--- src/rtl/uart_pkg.sv ---
// uart_pkg: shared UART address map, receive FSM states and status bit positions
package uart_pkg;
    localparam logic [31:0] UART_TX_DATA = 32'h0000_1600;
    localparam logic [31:0] UART_TX_STAT = 32'h0000_1604;
    localparam logic [31:0] UART_RX_DATA = 32'h0000_1608;
    localparam logic [31:0] UART_RX_STAT = 32'h0000_160C;

    typedef enum logic [1:0] {IDLE, START, DATA, STOP} rx_state_t;

    localparam int ST_NOT_EMPTY = 0;
    localparam int ST_FULL      = 1;
    localparam int ST_OVERRUN   = 2;
    localparam int ST_FRAME_ERR = 3;
endpackage

--- src/rtl/sync_fifo.sv ---
// sync_fifo: single-clock FIFO with combinational head, extra-MSB pointers
//   clk, rst_n   : clock, async active-low reset
//   push, wdata  : write strobe and data; accepted when not full or popping
//   pop          : read strobe; ignored when empty
//   head         : oldest entry (undefined when empty)
//   full, empty  : occupancy flags
module sync_fifo #(
    parameter int WIDTH = 8,
    parameter int DEPTH = 8
) (
    input  logic             clk,
    input  logic             rst_n,
    input  logic             push,
    input  logic             pop,
    input  logic [WIDTH-1:0] wdata,
    output logic [WIDTH-1:0] head,
    output logic             full,
    output logic             empty
);
    localparam int AW = $clog2(DEPTH);

    logic [WIDTH-1:0] mem [DEPTH];
    logic [AW:0]      wp, rp;
    logic             do_push, do_pop;

    assign empty   = wp == rp;
    assign full    = (wp[AW] != rp[AW]) && (wp[AW-1:0] == rp[AW-1:0]);
    assign do_pop  = pop && !empty;
    // a pop frees the slot this same edge, so a full FIFO can still take a push
    assign do_push = push && (!full || do_pop);
    assign head    = mem[rp[AW-1:0]];

    always_ff @(posedge clk or negedge rst_n)
        if (!rst_n) begin
            wp <= '0;
            rp <= '0;
        end else begin
            if (do_push) wp <= wp + 1'b1;
            if (do_pop)  rp <= rp + 1'b1;
        end

    always_ff @(posedge clk)
        if (do_push) mem[wp[AW-1:0]] <= wdata;
endmodule

--- src/rtl/uart_rx_mmio.sv ---
// uart_rx_mmio: 8N1 UART receiver with FIFO, exposed as two load-only registers
//   clk, rst_n  : clock, async active-low reset
//   rx_serial   : asynchronous serial line, idles high
//   addr, mem_rd: core load address and load strobe
//   rd_data     : combinational read data for addr (DATA / STATUS / 0)
//   rd_hit      : addr is one of the receiver registers
//   rx_irq      : registered FIFO non-empty
module uart_rx_mmio
    import uart_pkg::*;
#(
    parameter int CLKS_PER_BIT = 868,
    parameter int FIFO_DEPTH   = 8
) (
    input  logic        clk,
    input  logic        rst_n,
    input  logic        rx_serial,
    input  logic [31:0] addr,
    input  logic        mem_rd,
    output logic [31:0] rd_data,
    output logic        rd_hit,
    output logic        rx_irq
);
    localparam int CW = $clog2(CLKS_PER_BIT);
    localparam logic [CW-1:0] BIT_LAST  = CW'(CLKS_PER_BIT - 1);
    localparam logic [CW-1:0] HALF_LAST = CW'(CLKS_PER_BIT / 2 - 1);

    rx_state_t     state, state_n;
    logic [CW-1:0] cnt, cnt_n;
    logic [2:0]    idx, idx_n;
    logic [7:0]    shift, shift_n, head;
    logic          rx_s1, rx_s2, rx_prev;
    logic          push, ferr_set, overrun, frame_err, full, empty;
    logic          data_sel, stat_sel, pop, stat_rd;
    logic [3:0]    status;

    assign data_sel = addr == UART_RX_DATA;
    assign stat_sel = addr == UART_RX_STAT;
    assign rd_hit   = data_sel || stat_sel;
    assign pop      = mem_rd && data_sel;
    assign stat_rd  = mem_rd && stat_sel;

    always_ff @(posedge clk or negedge rst_n)
        if (!rst_n) begin
            rx_s1   <= 1'b1;
            rx_s2   <= 1'b1;
            rx_prev <= 1'b1;
        end else begin
            rx_s1   <= rx_serial;
            rx_s2   <= rx_s1;
            rx_prev <= rx_s2;
        end

    always_ff @(posedge clk or negedge rst_n)
        if (!rst_n) begin
            state <= IDLE;
            cnt   <= '0;
            idx   <= '0;
            shift <= '0;
        end else begin
            state <= state_n;
            cnt   <= cnt_n;
            idx   <= idx_n;
            shift <= shift_n;
        end

    always_comb begin
        state_n  = state;
        cnt_n    = cnt + 1'b1;
        idx_n    = idx;
        shift_n  = shift;
        push     = 1'b0;
        ferr_set = 1'b0;
        case (state)
            IDLE: begin
                cnt_n = '0;
                if (rx_prev && !rx_s2) state_n = START;
            end
            START: if (cnt == HALF_LAST) begin
                cnt_n   = '0;
                state_n = rx_s2 ? IDLE : DATA;
            end
            DATA: if (cnt == BIT_LAST) begin
                cnt_n        = '0;
                shift_n[idx] = rx_s2;
                idx_n        = idx + 1'b1;
                if (idx == 3'd7) state_n = STOP;
            end
            STOP: if (cnt == BIT_LAST) begin
                cnt_n    = '0;
                push     = rx_s2;
                ferr_set = !rx_s2;
                state_n  = IDLE;
            end
            default: state_n = IDLE;
        endcase
    end

    sync_fifo #(.WIDTH(8), .DEPTH(FIFO_DEPTH)) u_fifo (
        .clk   (clk),
        .rst_n (rst_n),
        .push  (push),
        .pop   (pop),
        .wdata (shift),
        .head  (head),
        .full  (full),
        .empty (empty)
    );

    // set terms come first so a new error survives a same-cycle status read
    always_ff @(posedge clk or negedge rst_n)
        if (!rst_n) begin
            overrun   <= 1'b0;
            frame_err <= 1'b0;
            rx_irq    <= 1'b0;
        end else begin
            overrun   <= (push && full && !pop) || (overrun && !stat_rd);
            frame_err <= ferr_set || (frame_err && !stat_rd);
            rx_irq    <= !empty;
        end

    always_comb begin
        status               = '0;
        status[ST_NOT_EMPTY] = !empty;
        status[ST_FULL]      = full;
        status[ST_OVERRUN]   = overrun;
        status[ST_FRAME_ERR] = frame_err;
    end

    assign rd_data = data_sel ? {24'b0, empty ? 8'h00 : head} :
                     stat_sel ? {28'b0, status} : 32'b0;
endmodule

--- config.mk ---
export PLATFORM = sky130hd
export DESIGN_NAME = uart_rx_mmio
export DESIGN_NICKNAME = d
export VERILOG_FILES = /design/src/rtl/uart_pkg.sv /design/src/rtl/sync_fifo.sv /design/src/rtl/uart_rx_mmio.sv
export SDC_FILE = /design/constraint.sdc
export NUM_CORES = 1
export LEC_CHECK = 0
export BUFFER_PORTS_ARGS = -buffer_cell sky130_fd_sc_hd__buf_4
export CORE_AREA = 2 2 139 141
export DETAILED_ROUTE_END_ITERATION = 10
export DIE_AREA = 0 0 141 143
export PLACE_DENSITY = 0.43
export SETUP_SLACK_MARGIN = 0.15
export SLEW_MARGIN = 20
export SYNTH_ARGS = -nofsm -noshare
export SYNTH_HDL_FRONTEND = slang
export SYNTH_SLANG_ARGS = --single-unit
export TNS_END_PERCENT = 10
--- constraint.sdc ---
create_clock -name clk -period 3.2 [get_ports clk]
set_input_delay 0.48 -clock clk [delete_from_list [all_inputs] [get_ports clk]]
set_output_delay 0.48 -clock clk [all_outputs]
set_load 0.01 [all_outputs]
* After elaboration in Yosys (flattened, before gate mapping)
Memory sizes are Yosys's and may differ from the RTL's.
Index checks and enable logic that the tools add are counted.
** Word-level totals
- Register bits :: 37
- Bits in writable memories :: 64
- Memories kept :: 1
** Cells by class
- $add $sub $neg :: 4
- $lt $le $gt $ge :: 2
- Eq/ne operators :: 16
- Multiplexer cells :: 22
- Reductions and logical operators :: 24
** Memories
- u_fifo.mem :: depth 8, bits a word 8, rd ports 1, clocked after memory_dff 0, wr ports 1, RTL line sync_fifo.sv:22 : logic [WIDTH-1:0] mem [DEPTH];
** Operators by type and width (count)
- $eq A32 B13 Y1 const B :: 2
- $pmux W10 S3 :: 1
- $mux W10 :: 2
- $mux W8 :: 2
- $mux W2 :: 6
- $logic_and A1 B1 Y1 :: 11
- $add A10 B1 Y10 const B :: 1
- $eq A10 B10 Y1 const B :: 1
- $eq A10 B9 Y1 const B :: 1
- $ne A2 B2 Y1 const B :: 5
- $add A4 B1 Y4 const B :: 2
- $bwmux W8 :: 1
- $pmux W2 S4 :: 1
- $mux W1 :: 7
- $logic_not A1 Y1 :: 5
- $reduce_and A5 Y1 :: 1
- $eq A2 B2 Y1 const B :: 2
- $eq A4 B4 Y1 :: 1
- $logic_or A1 B1 Y1 :: 4
- $lt A3 B4 Y1 const B :: 1
- $mux W4 :: 1
- $add A3 B1 Y3 const B :: 1
- $demux W1 S3 :: 1
- $eq A3 B3 Y1 :: 1
- other kinds (7) :: 7

* Depth between registers and ports, before layout
Gate-level depths: netlist of the first run.
- Word-level depth :: 7
- Gate-level depth with buffers :: 7

* Cells and area by module
Synthesis of the first run repeated with hierarchy kept, for this count alone.
** Second synthesis, totals
- Cells, all modules :: 316
- Area total of the unflattened synthesis :: 4684.5 µm²
** Modules (own cells, without submodules)
- sync_fifo :: instances 1, cells each 150, area an instance 2977.9 µm²
- uart_rx_mmio :: instances 1, cells each 166, area an instance 1706.6 µm²

* Worst setup path before layout of the first run
OpenSTA, ideal clock, no wires.
- Path kind :: register -> register
- Start :: reg cnt[0]
- End :: mem u_fifo.mem[0][0] (enable)
- Library setup time :: 0.383 ns
- Data arrival time :: 2.045 ns
- Setup slack :: 0.772 ns
- Stages on the path, launching flop included :: 8
- Path through :: dfrtp_1 ha_1 nand4b_4 nor3_2 and3_1 buf_2 o211ai_1 nor3_1
** Between the ends
- Cells in the longest elaborated chain, start to end :: 6
** RTL lines
- start: declaration :: RTL line uart_rx_mmio.sv:28 : logic [CW-1:0] cnt, cnt_n;
- start signal: assignment :: RTL line uart_rx_mmio.sv:61 : cnt <= cnt_n;
- $eq A10 B10 Y1 :: RTL line uart_rx_mmio.sv:88 : STOP: if (cnt == BIT_LAST) begin
- $mux W1 :: RTL line uart_rx_mmio.sv:88
- $mux W1 :: RTL line uart_rx_mmio.sv:73 : case (state)
- $logic_and A1 B1 Y1 :: RTL line sync_fifo.sv:30 : assign do_push = push && (!full || do_pop);
- $mux W1 :: RTL line sync_fifo.sv:43 : if (do_push) mem[wp[AW-1:0]] <= wdata;
- $mux W1 (not written as such) :: RTL line sync_fifo.sv:43
- end: declaration :: RTL line sync_fifo.sv:22
No other way between the ends.

* Final worst setup path of the first run
- Start :: reg u_fifo.rp[0]
- End :: out rd_data[1]
** Between the ends
- Cells in the longest elaborated chain, start to end :: 4
- Elaborated cells on any way between the ends :: 7
- Those cells by class :: eq/ne: 2; mux: 3; reduce/logical: 1; memory: 1
** RTL lines
- start: declaration :: RTL line sync_fifo.sv:23 : logic [AW:0] wp, rp;
- start signal: assignment :: RTL line sync_fifo.sv:39 : if (do_pop) rp <= rp + 1'b1;
- parallel branches: the longest is 3 deep, another holds $mem_v2 Z8 W8
- $mux W8 * :: RTL line uart_rx_mmio.sv:129 : assign rd_data = data_sel ? {24'b0, empty ? 8'h00 : head} :
- end: declaration :: RTL line uart_rx_mmio.sv:19 : output logic [31:0] rd_data,
Mark *: on every way between the ends.

==> flow_metrics.env, run 1 <==
export IMPL_worst_slack_ns=0.368
export IMPL_r2r_start="cnt[0]"
export IMPL_clock_latency_ns=0.35
export IMPL_htreeDepth=3
export IMPL_first_pass_iters=4
export IMPL_critical_path_class="reg -> out"
export IMPL_routed_wl_um=9700
export IMPL_drc_errors=0
export IMPL_maxSlewHeadroom_pct=33.0
export IMPL_ff_latch_area_sq_mm=0.00285
export IMPL_pre_cts_slack_ns=0.208
export IMPL_period_minus_slack_ns=2.83
export IMPL_multiInputGateArea_sq_mm=0.00159
export IMPL_synth_cell_types=52
export IMPL_synth_warning_count=0
export IMPL_synth_area_leaders="edfxtp_1, dfrtp_1, mux4_2"
export IMPL_vdd_drop_max_uv=267
export IMPL_r2r_end="u_fifo.mem[5][5]"
export IMPL_fp_dieH_um=143
export IMPL_cts_made_buffers=9
export IMPL_die_area_sq_mm=0.0202
export IMPL_synth_top_cell_area_share_pct=41.7
export IMPL_path_max_fanout=13
export IMPL_critPathMaxStageDelay_ns=0.55
export IMPL_grt_first_pass_wirelength_um=15200
export IMPL_final_cell_mix="edfxtp_1, buf_4, dfrtp_1, nor2_1, conb_1"
export IMPL_dieWidth_um=141
export IMPL_final_setup_skew_ns=0.00987
export IMPL_syn_to_final_growth_pct=19.3
export IMPL_path_clk_slew_ns=0.08
export IMPL_cp_cell_sequence="buf_4 -> mux4_2 -> mux2_2 -> a2bb2oi_1 -> nor2_1 -> buf_4"
export IMPL_cts_hold_buf=0
export IMPL_p_per_area_mw_per_mm2=512
export IMPL_hp_class="in -> async"
export IMPL_final_util_pct=29.6
export IMPL_wl_per_cell_um=16.1
export IMPL_antenna_found_initial=0
export IMPL_seq_area_frac_synth_pct=61.8
export IMPL_rsz0062_at_grt="true"
export IMPL_grt_max_degree=38
export IMPL_drt_iter0_markers=103
export IMPL_vias=2636
export IMPL_r2r_setup_slack_ns=0.38
export IMPL_nets=407
export IMPL_period_share_pct=88.5
export IMPL_startpoint_type="flip-flop"
export IMPL_maxCapViolations=0
export IMPL_fill_cells=1863
export IMPL_hpwl_um=6680
export IMPL_ant_nets=0
export IMPL_final_max_slew_violation_count=0
export IMPL_initial_core_util_pct=24.8
export IMPL_cts_root_buf="clkbuf_16"
export IMPL_p_leak_uw=0.00226
export IMPL_final_layout_size_suffix_gt1_share_pct=30.8
export IMPL_post_route_cell_area_sq_mm=0.00550
export IMPL_placed_cell_area_sq_mm=0.00518
export IMPL_gr_usage_all_layers_pct=10.2
export IMPL_gp_congestion=0.721
export IMPL_syn_area_sq_mm=0.00461
export IMPL_clock_fmax_mhz=353
export IMPL_synth_seq_cells=101
export IMPL_via_per_inst=4.36
export IMPL_grt_pass1_vias=2649
export IMPL_crit_required_ns=2.72
export IMPL_numPortBuffers=45
export IMPL_cts_sinks=101
export IMPL_hold_viol=0
export IMPL_cp_arrival_ns=2.35
export IMPL_core_area_sq_mm=0.0186
export IMPL_cpMaxStageDelayCell="mux4_2"
export IMPL_status="finished, final reports clean"
export IMPL_ys_async_sr_fraction_pct=36.6
export IMPL_synth_edff_count=64
export IMPL_synth_cells=311
export IMPL_cp_common_cell="buf_4"
export IMPL_core_rowCount=50
export IMPL_synth_area_leader_cell="edfxtp_1"
export IMPL_num_antenna_cells=0
export IMPL_final_setup_tns_ns=0
export IMPL_worstRegToRegCells=6
export IMPL_syn_area_per_cell_sq_um=14.8
export IMPL_tightest_slew_ns=1.00
export IMPL_cts_buffer_depth=2
export IMPL_cts_tree="done"
export IMPL_grt_overflow=0
export IMPL_setup_viol=0
export IMPL_ys_flop_type="edfxtp_1"
export IMPL_end_kind="output pin"
export IMPL_design_portCount=70
export IMPL_final_common_cell="edfxtp_1"
through the flow:
step	power, uW	hold slack [ns]	cells
5_1_grt	2950	0.112	604
4_1_cts	2860	0.107	604
6_report	2820	0.0945	604
2_1_floorplan	1610	0.184	334
3_3_place_gp	1670	0.346	588
3_5_place_dp	1670	0.348	588
report_power, final:
part / switching [uW] / leakage (uW) / total [uW] / internal (uW)
sequential: 51.8 / 0.00124 / 1460 / 1410
clock: 541 / 0.000159 / 1180 / 636
combinational: 94.5 / 0.000857 / 178 / 83.8
total: 687 / 0.00226 / 2820 / 2130
worst max-delay path by stage:
stage                 startpoint          endpoint  slack [ns]  depth (start not counted)
floorplan                 cnt[0]  u_fifo.mem[0][0]        0.77                          7
global route              cnt[0]  u_fifo.mem[5][2]        0.15                          6
finish              u_fifo.rp[0]        rd_data[1]        0.37                          6
detailed placement      addr[17]  u_fifo.mem[6][5]        0.21                          6
global placement        addr[11]  u_fifo.mem[4][1]        0.27                          6
CTS                       cnt[0]  u_fifo.mem[6][7]        0.27                          6
metal layers:
| layer | vias to the layer above | wire length (um) | global-route usage (%) |
|---|---|---|---|
| met1 | 1330 | 4500 | 13.1 |
| met3 | 10 | 425 | 3.29 |
| met2 | 70 | 4650 | 16.6 |
| met5 | - | 0 | 0 |
| met4 | 0 | 120 | 2.84 |
| li1 | 1226 | - | - |
critical path, delay by kind of cell (launching register included):
kind / cells / cell delay [ns]
buffers and inverters: 2 / 0.48
flip-flops: 1 / 0.41
AO/OA/AOI/OAI: 1 / 0.18
multiplexers: 2 / 0.86
AND/OR/NAND/NOR: 1 / 0.07
flip-flops by register name, indices dropped and copies added, names as in the netlist, 3 cells and up, named ones only:
register and cells:
cnt 10, idx 3, shift 8, u_fifo.mem 64, u_fifo.rp 4, u_fifo.wp 4
Yosys cell counts, types with 6 or more instances:
cell type / n
buf_4: 25
inv_1: 7
buf_2: 6
edfxtp_1: 64
mux2_2: 9
xnor2_1: 10
nor2_1: 28
nand2_1: 9
nand3_1: 7
mux4_2: 16
xor2_1: 9
nand4_1: 6
ha_1: 6
dfrtp_1: 34
final cells by class:
cell class,count,area share [%]
Clock buffer,9,4.09
Tap cell,234,5.32
Sequential cell,101,51.8
Inverter,8,0.546
Multi-Input combinational cell,189,28.8
Timing Repair Buffer,56,7.64
Clock inverter,7,1.77
cells by family (layout without fill, tap and decap cells):
logic type	Yosys count	in the layout	synth area share, %
flops	101	101	61.8
simple gates	86	86	12.2
buf+inv	44	80	5.78
mux	32	32	11.6
compound gates	22	22	3.31
xor+xnor	19	19	3.61
fa+ha+maj	6	6	1.63
other cells	1	24	0.0813
timing repair:
| action | in CTS | in global routing |
|---|---|---|
| resized for setup | 0 | 1 |
| buffers inserted | 0 | 0 |
| setup endpoints to repair | 0 | 8 |
No activity file was read; power rests on OpenSTA's default activity.
==> run 2: changes to the inputs <==
PLACE_DENSITY = 0.52   (was 0.43)
==> flow_metrics.env, run 2 (same netlist as run 1, synthesis figures left out) <==
export IMPL_path_clk_slew_ns=0.07
export IMPL_fp_dieH_um=143
export IMPL_dieWidth_um=141
export IMPL_first_pass_iters=6
export IMPL_final_setup_skew_ns=0.0106
export IMPL_ant_nets=0
export IMPL_maxSlewHeadroom_pct=50.3
export IMPL_internal_power_uw=2040
export IMPL_grtUsageMet2_pct=16.3
export IMPL_cts_made_buffers=9
export IMPL_grt_busiest_layer="met2"
export IMPL_via_per_inst=4.30
export IMPL_end_kind="output pin"
export IMPL_grt_overflow=0
export IMPL_final_cell_mix="edfxtp_1, buf_4, dfrtp_1, nor2_1, conb_1"
export IMPL_core_area_sq_mm=0.0186
export IMPL_hp_class="in -> async"
export IMPL_syn_to_final_growth_pct=19.1
export IMPL_p_seq_share_pct=54.3
export IMPL_use_met3_pct=3.15
export IMPL_numPortBuffers=45
export IMPL_design_portCount=70
export IMPL_cts_hold_buf=0
export IMPL_hold_viol=0
export IMPL_maxCapViolations=0
export IMPL_period_share_pct=86.0
export IMPL_routed_wl_um=9170
export IMPL_gr_usage_all_layers_pct=9.52
export IMPL_p_leak_uw=0.00226
export IMPL_wl_per_cell_um=15.1
export IMPL_cts_buffer_depth=2
export IMPL_place_inst=592
export IMPL_final_max_slew_violation_count=0
export IMPL_largest_register_ffs=64
export IMPL_path_max_fanout=7
export IMPL_core_rowCount=50
export IMPL_finalNonFillerCells=608
export IMPL_antenna_found_initial=0
export IMPL_vdd_drop_max_uv=319
export IMPL_pwr_share_comb_pct=6.6
export IMPL_final_layout_size_suffix_gt1_share_pct=31.3
export IMPL_worstRegToRegCells=6
export IMPL_htreeDepth=3
export IMPL_clock_latency_ns=0.34
export IMPL_p_per_area_mw_per_mm2=491
export IMPL_clock_fmax_mhz=363
export IMPL_gp_congestion=0.810
export IMPL_setup_viol=0
export IMPL_power_clock_fraction_pct=39.2
export IMPL_grt_first_pass_wirelength_um=14400
export IMPL_num_antenna_cells=0
export IMPL_cts_root_buf="clkbuf_16"
export IMPL_fill_cells=1850
export IMPL_final_setup_tns_ns=0
export IMPL_critical_path_class="reg -> out"
export IMPL_met1_usage_pct=11.4
export IMPL_cts_sinks=101
export IMPL_drt_iter0_markers=272
export IMPL_swShare_pct=24.4
export IMPL_hpwl_um=6330
export IMPL_pre_cts_slack_ns=0.474
export IMPL_grt_pass1_vias=2658
export IMPL_cp_arrival_ns=2.27
export IMPL_vias=2616
export IMPL_drc_errors=0
export IMPL_nets=411
export IMPL_initial_core_util_pct=24.8
export IMPL_die_area_sq_mm=0.0202
export IMPL_status="finished, final reports clean"
export IMPL_switchingPower_uw=657
export IMPL_grt_max_degree=38
export IMPL_p_total_uw=2700
export IMPL_r2r_setup_slack_ns=0.67
export IMPL_rsz0062_at_grt="false"
export IMPL_post_cts_resized=0
export IMPL_cts_setup_buffers=0
export IMPL_worst_slack_ns=0.447
export IMPL_period_minus_slack_ns=2.75
export IMPL_startpoint_type="flip-flop"
export IMPL_crit_required_ns=2.72
export IMPL_hold_ws_ns=0.104
export IMPL_tightest_slew_ns=0.743
export IMPL_cts_tree="done"
export IMPL_final_common_cell="edfxtp_1"
run 2: cell types whose count changed in the layout (fill, tap and decap cells not counted):
cell / delta
buf_4: +4
clkinvlp_4: +2
nor2_1: +2
nor2_2: -2
bufinv_16: -1
clkinv_4: +1
clkinv_8: -1
dfrtp_1: -1
dfrtp_2: +1
inv_8: -1
run 2: path summary, 6_finish.rpt:
check | to | startpoint
worst max-delay path | rd_data[1] | u_fifo.rp[0]
worst min-delay path | cnt[6] | rst_n
worst max register to register | u_fifo.mem[5][2] | cnt[0]
worst min register to register | rx_s2 | rx_s1
max in group asynchronous | u_fifo.rp[0] | rst_n
min in group clk | rx_s1 | rx_serial
run 2: per-layer routing:
| layer | up-vias | share of wire [%] |
|---|---|---|
| li1 | 1226 | - |
| met2 | 95 | 49 |
| met3 | 6 | 6.8 |
| met4 | 0 | 0.71 |
| met5 | - | 0 |
| met1 | 1289 | 43 |
run 2: layout make-up:
class	count	area, sq um	area share [%]
Clock inverter	7	63.8	1.16
Multi-Input combinational cell	189	1580	28.8
Inverter	8	30.0	0.546
Timing Repair Buffer	60	450	8.19
Tap cell	234	293	5.33
Clock buffer	9	225	4.10
Sequential cell	101	2850	51.9
run 2: worst max-delay path, cell delays in order (launching register included):
cell,delay [ns]
dfrtp_2,0.49
buf_4,0.25
mux4_2,0.52
mux2_2,0.29
a2bb2oi_1,0.16
nor2_1,0.06
buf_4,0.16
run 2: metrics by stage:
step                      area, sq um  utilization, %
after floorplan                  4700               -
after global placement           5210            28.0
after detailed placement         5210            28.0
after CTS                        5500            29.6
after global routing             5500            29.6
final                            5500            29.6
run 2: power by group through the flow:
stage | logic [uW] | registers (uW) | clock network, uW
2_1_floorplan | 131 | 1480 | 0
3_3_place_gp | 178 | 1490 | 0
5_1_grt | 206 | 1470 | 1130
3_5_place_dp | 181 | 1490 | 0
6_report | 177 | 1460 | 1060
4_1_cts | 183 | 1460 | 1090
==> run 3: changes to the inputs <==
CORE_AREA = 2 2 140 142   (was 2 2 139 141)
DIE_AREA = 0 0 142 144   (was 0 0 141 143)
SYNTH_HIERARCHICAL = 1   (was unset)
==> flow_metrics.env, run 3 <==
export IMPL_ant_nets=0
export IMPL_syn_to_final_growth_pct=18.2
export IMPL_vias=2663
export IMPL_met1_usage_pct=11.7
export IMPL_fp_dieH_um=144
export IMPL_final_max_slew_violation_count=0
export IMPL_cts_root_buf="clkbuf_16"
export IMPL_syn_area_sq_mm=0.00468
export IMPL_cpMaxStageDelayCell="mux4_1"
export IMPL_dieWidth_um=142
export IMPL_grt_busiest_layer="met2"
export IMPL_cts_setup_buffers=0
export IMPL_synth_seq_cells=101
export IMPL_cts_made_buffers=9
export IMPL_synth_warning_count=6
export IMPL_final_setup_tns_ns=0
export IMPL_wl_per_cell_um=14.4
export IMPL_grt_max_degree=38
export IMPL_synth_area_leaders="edfxtp_1, dfrtp_1, mux4_2"
export IMPL_status="finished, final reports clean"
export IMPL_multiInputGateArea_sq_mm=0.00164
export IMPL_switchingPower_uw=581
export IMPL_grt_overflow=0
export IMPL_clock_fmax_mhz=353
export IMPL_synth_most_common_cell="edfxtp_1"
export IMPL_path_max_fanout=20
export IMPL_via_per_inst=4.34
export IMPL_critical_path_class="reg -> out"
export IMPL_hp_class="in -> async"
export IMPL_period_minus_slack_ns=2.83
export IMPL_hpwl_um=6190
export IMPL_routed_wl_um=8860
export IMPL_fill_cells=1892
export IMPL_ff_latch_area_sq_mm=0.00285
export IMPL_cp_cell_sequence="buf_4 -> mux4_1 -> mux2_2 -> a22oi_1 -> nor3_1 -> buf_4"
export IMPL_crit_required_ns=2.72
export IMPL_seq_area_frac_synth_pct=60.9
export IMPL_syn_area_per_cell_sq_um=14.8
export IMPL_maxSlewHeadroom_pct=57.5
export IMPL_cp_common_cell="buf_4"
export IMPL_first_pass_iters=5
export IMPL_vdd_drop_max_uv=382
export IMPL_cts_hold_buf=0
export IMPL_synth_cell_types=50
export IMPL_synth_cells=316
export IMPL_p_seq_share_pct=55.1
export IMPL_p_total_uw=2690
export IMPL_rsz0062_at_grt="false"
export IMPL_use_met3_pct=2.28
export IMPL_drc_errors=0
export IMPL_grtUsageMet2_pct=14.3
export IMPL_synth_top_cell_area_share_pct=41.0
export IMPL_startpoint_type="flip-flop"
export IMPL_htreeDepth=3
export IMPL_p_per_area_mw_per_mm2=486
export IMPL_cts_buffer_depth=2
export IMPL_final_setup_skew_ns=0.00591
export IMPL_post_cts_resized=0
export IMPL_maxCapViolations=0
export IMPL_synth_edff_count=64
export IMPL_end_kind="output pin"
export IMPL_num_antenna_cells=0
export IMPL_gr_usage_all_layers_pct=9.05
export IMPL_tightest_slew_ns=0.638
export IMPL_numPortBuffers=45
export IMPL_core_rowCount=51
export IMPL_hold_viol=0
export IMPL_die_area_sq_mm=0.0204
export IMPL_final_common_cell="edfxtp_1"
export IMPL_cp_arrival_ns=2.35
export IMPL_ys_flop_type="edfxtp_1"
export IMPL_antenna_found_initial=0
export IMPL_pwr_share_comb_pct=6.1
export IMPL_grt_pass1_vias=2664
export IMPL_p_leak_uw=0.00233
export IMPL_cts_sinks=101
export IMPL_largest_register_ffs=64
export IMPL_initial_core_util_pct=24.6
export IMPL_final_cell_mix="edfxtp_1, buf_4, dfrtp_1, conb_1, nor2_1"
export IMPL_period_share_pct=88.4
export IMPL_final_layout_size_suffix_gt1_share_pct=28.7
export IMPL_swShare_pct=21.6
export IMPL_core_area_sq_mm=0.0191
export IMPL_nets=413
export IMPL_synth_area_leader_cell="edfxtp_1"
export IMPL_ys_async_sr_fraction_pct=36.6
export IMPL_cts_tree="done"
export IMPL_path_clk_slew_ns=0.06
export IMPL_synth_common_cells="edfxtp_1, dfrtp_1, buf_4"
export IMPL_internal_power_uw=2110
export IMPL_gp_congestion=0.752
export IMPL_design_portCount=70
export IMPL_setup_viol=0
export IMPL_grt_first_pass_wirelength_um=14100
export IMPL_critPathMaxStageDelay_ns=0.60
export IMPL_power_clock_fraction_pct=38.8
export IMPL_clock_latency_ns=0.34
export IMPL_drt_iter0_markers=99
## run 3: cell count changes in the layout (fill, tap and decap cells not counted), moves of 4 or more
cell	before	now
and3_1	2	8
inv_1	7	3
nor2_1	28	23
mux4_2	16	11
mux2_2	9	14
nor3_1	5	9
mux2i_1	5	0
mux4_1	0	5
nor4_1	4	8
mux2_1	2	6
## run 3: cell families after synthesis
family,Yosys count,synth area share (%)
flops,101,60.9
compound gates,18,2.64
simple gates,94,12.1
mux,36,12.9
buf+inv,42,6.12
fa+ha+maj,6,1.60
other cells,1,0.0801
xor+xnor,18,3.69
## run 3: stage by stage
step | cell area [sq um] | setup slack, ns | utilization, % | std cells | hold WS (ns)
after CTS | 5540 | 0.347 | 29.0 | 614 | 0.116
after global routing | 5540 | 0.227 | 29.0 | 614 | 0.134
after global placement | 5250 | 0.540 | 27.5 | 598 | 0.347
after floorplan | 4780 | -0.00860 | - | 339 | 0.184
after detailed placement | 5250 | 0.489 | 27.5 | 598 | 0.349
final | 5540 | 0.371 | 29.0 | 614 | 0.103
## run 3: critical path, delay by kind of cell (launching register included)
family | cells | cell delay, ns
AO/OA/AOI/OAI | 1 | 0.19
multiplexers | 2 | 0.90
AND/OR/NAND/NOR | 1 | 0.07
flip-flops | 1 | 0.32
buffers and inverters | 2 | 0.51
## run 3: layer usage
layer,up-vias,share of wire [%]
met3,12,2.2
met5,-,0
met1,1345,45
met2,36,51
li1,1270,-
met4,0,2.6
## run 3: final timing paths
| check | slack, ns | start | cells past startpoint | to |
|---|---|---|---|---|
| min in group clk | 0.25 | rx_serial | 1 | rx_s1 |
| setup / recovery | 0.37 | u_fifo/rp[0] | 6 | rd_data[1] |
| setup reg to reg | 0.71 | cnt[2] | 7 | u_fifo/mem[4][0] |
| max in group asynchronous | 2.75 | rst_n | 1 | rx_s1 |
| hold / removal | 0.10 | rst_n | 1 | cnt[4] |
| hold reg to reg | 0.36 | rx_s1 | 0 | rx_s2 |
## run 3: cell type report
class,instances,share of cell area (%)
Clock buffer,12,4.27
Clock inverter,4,0.904
Inverter,3,0.203
Multi-Input combinational cell,196,29.6
Sequential cell,101,51.5
Tap cell,238,5.38
Timing Repair Buffer,60,8.14
## run 3: power groups by stage
stage	sequential [uW]	combinational, uW	clock, uW
after floorplan	1480	140	0
after CTS	1480	166	1080
after global routing	1490	187	1140
after detailed placement	1510	164	0
after global placement	1510	159	0
final	1480	163	1040
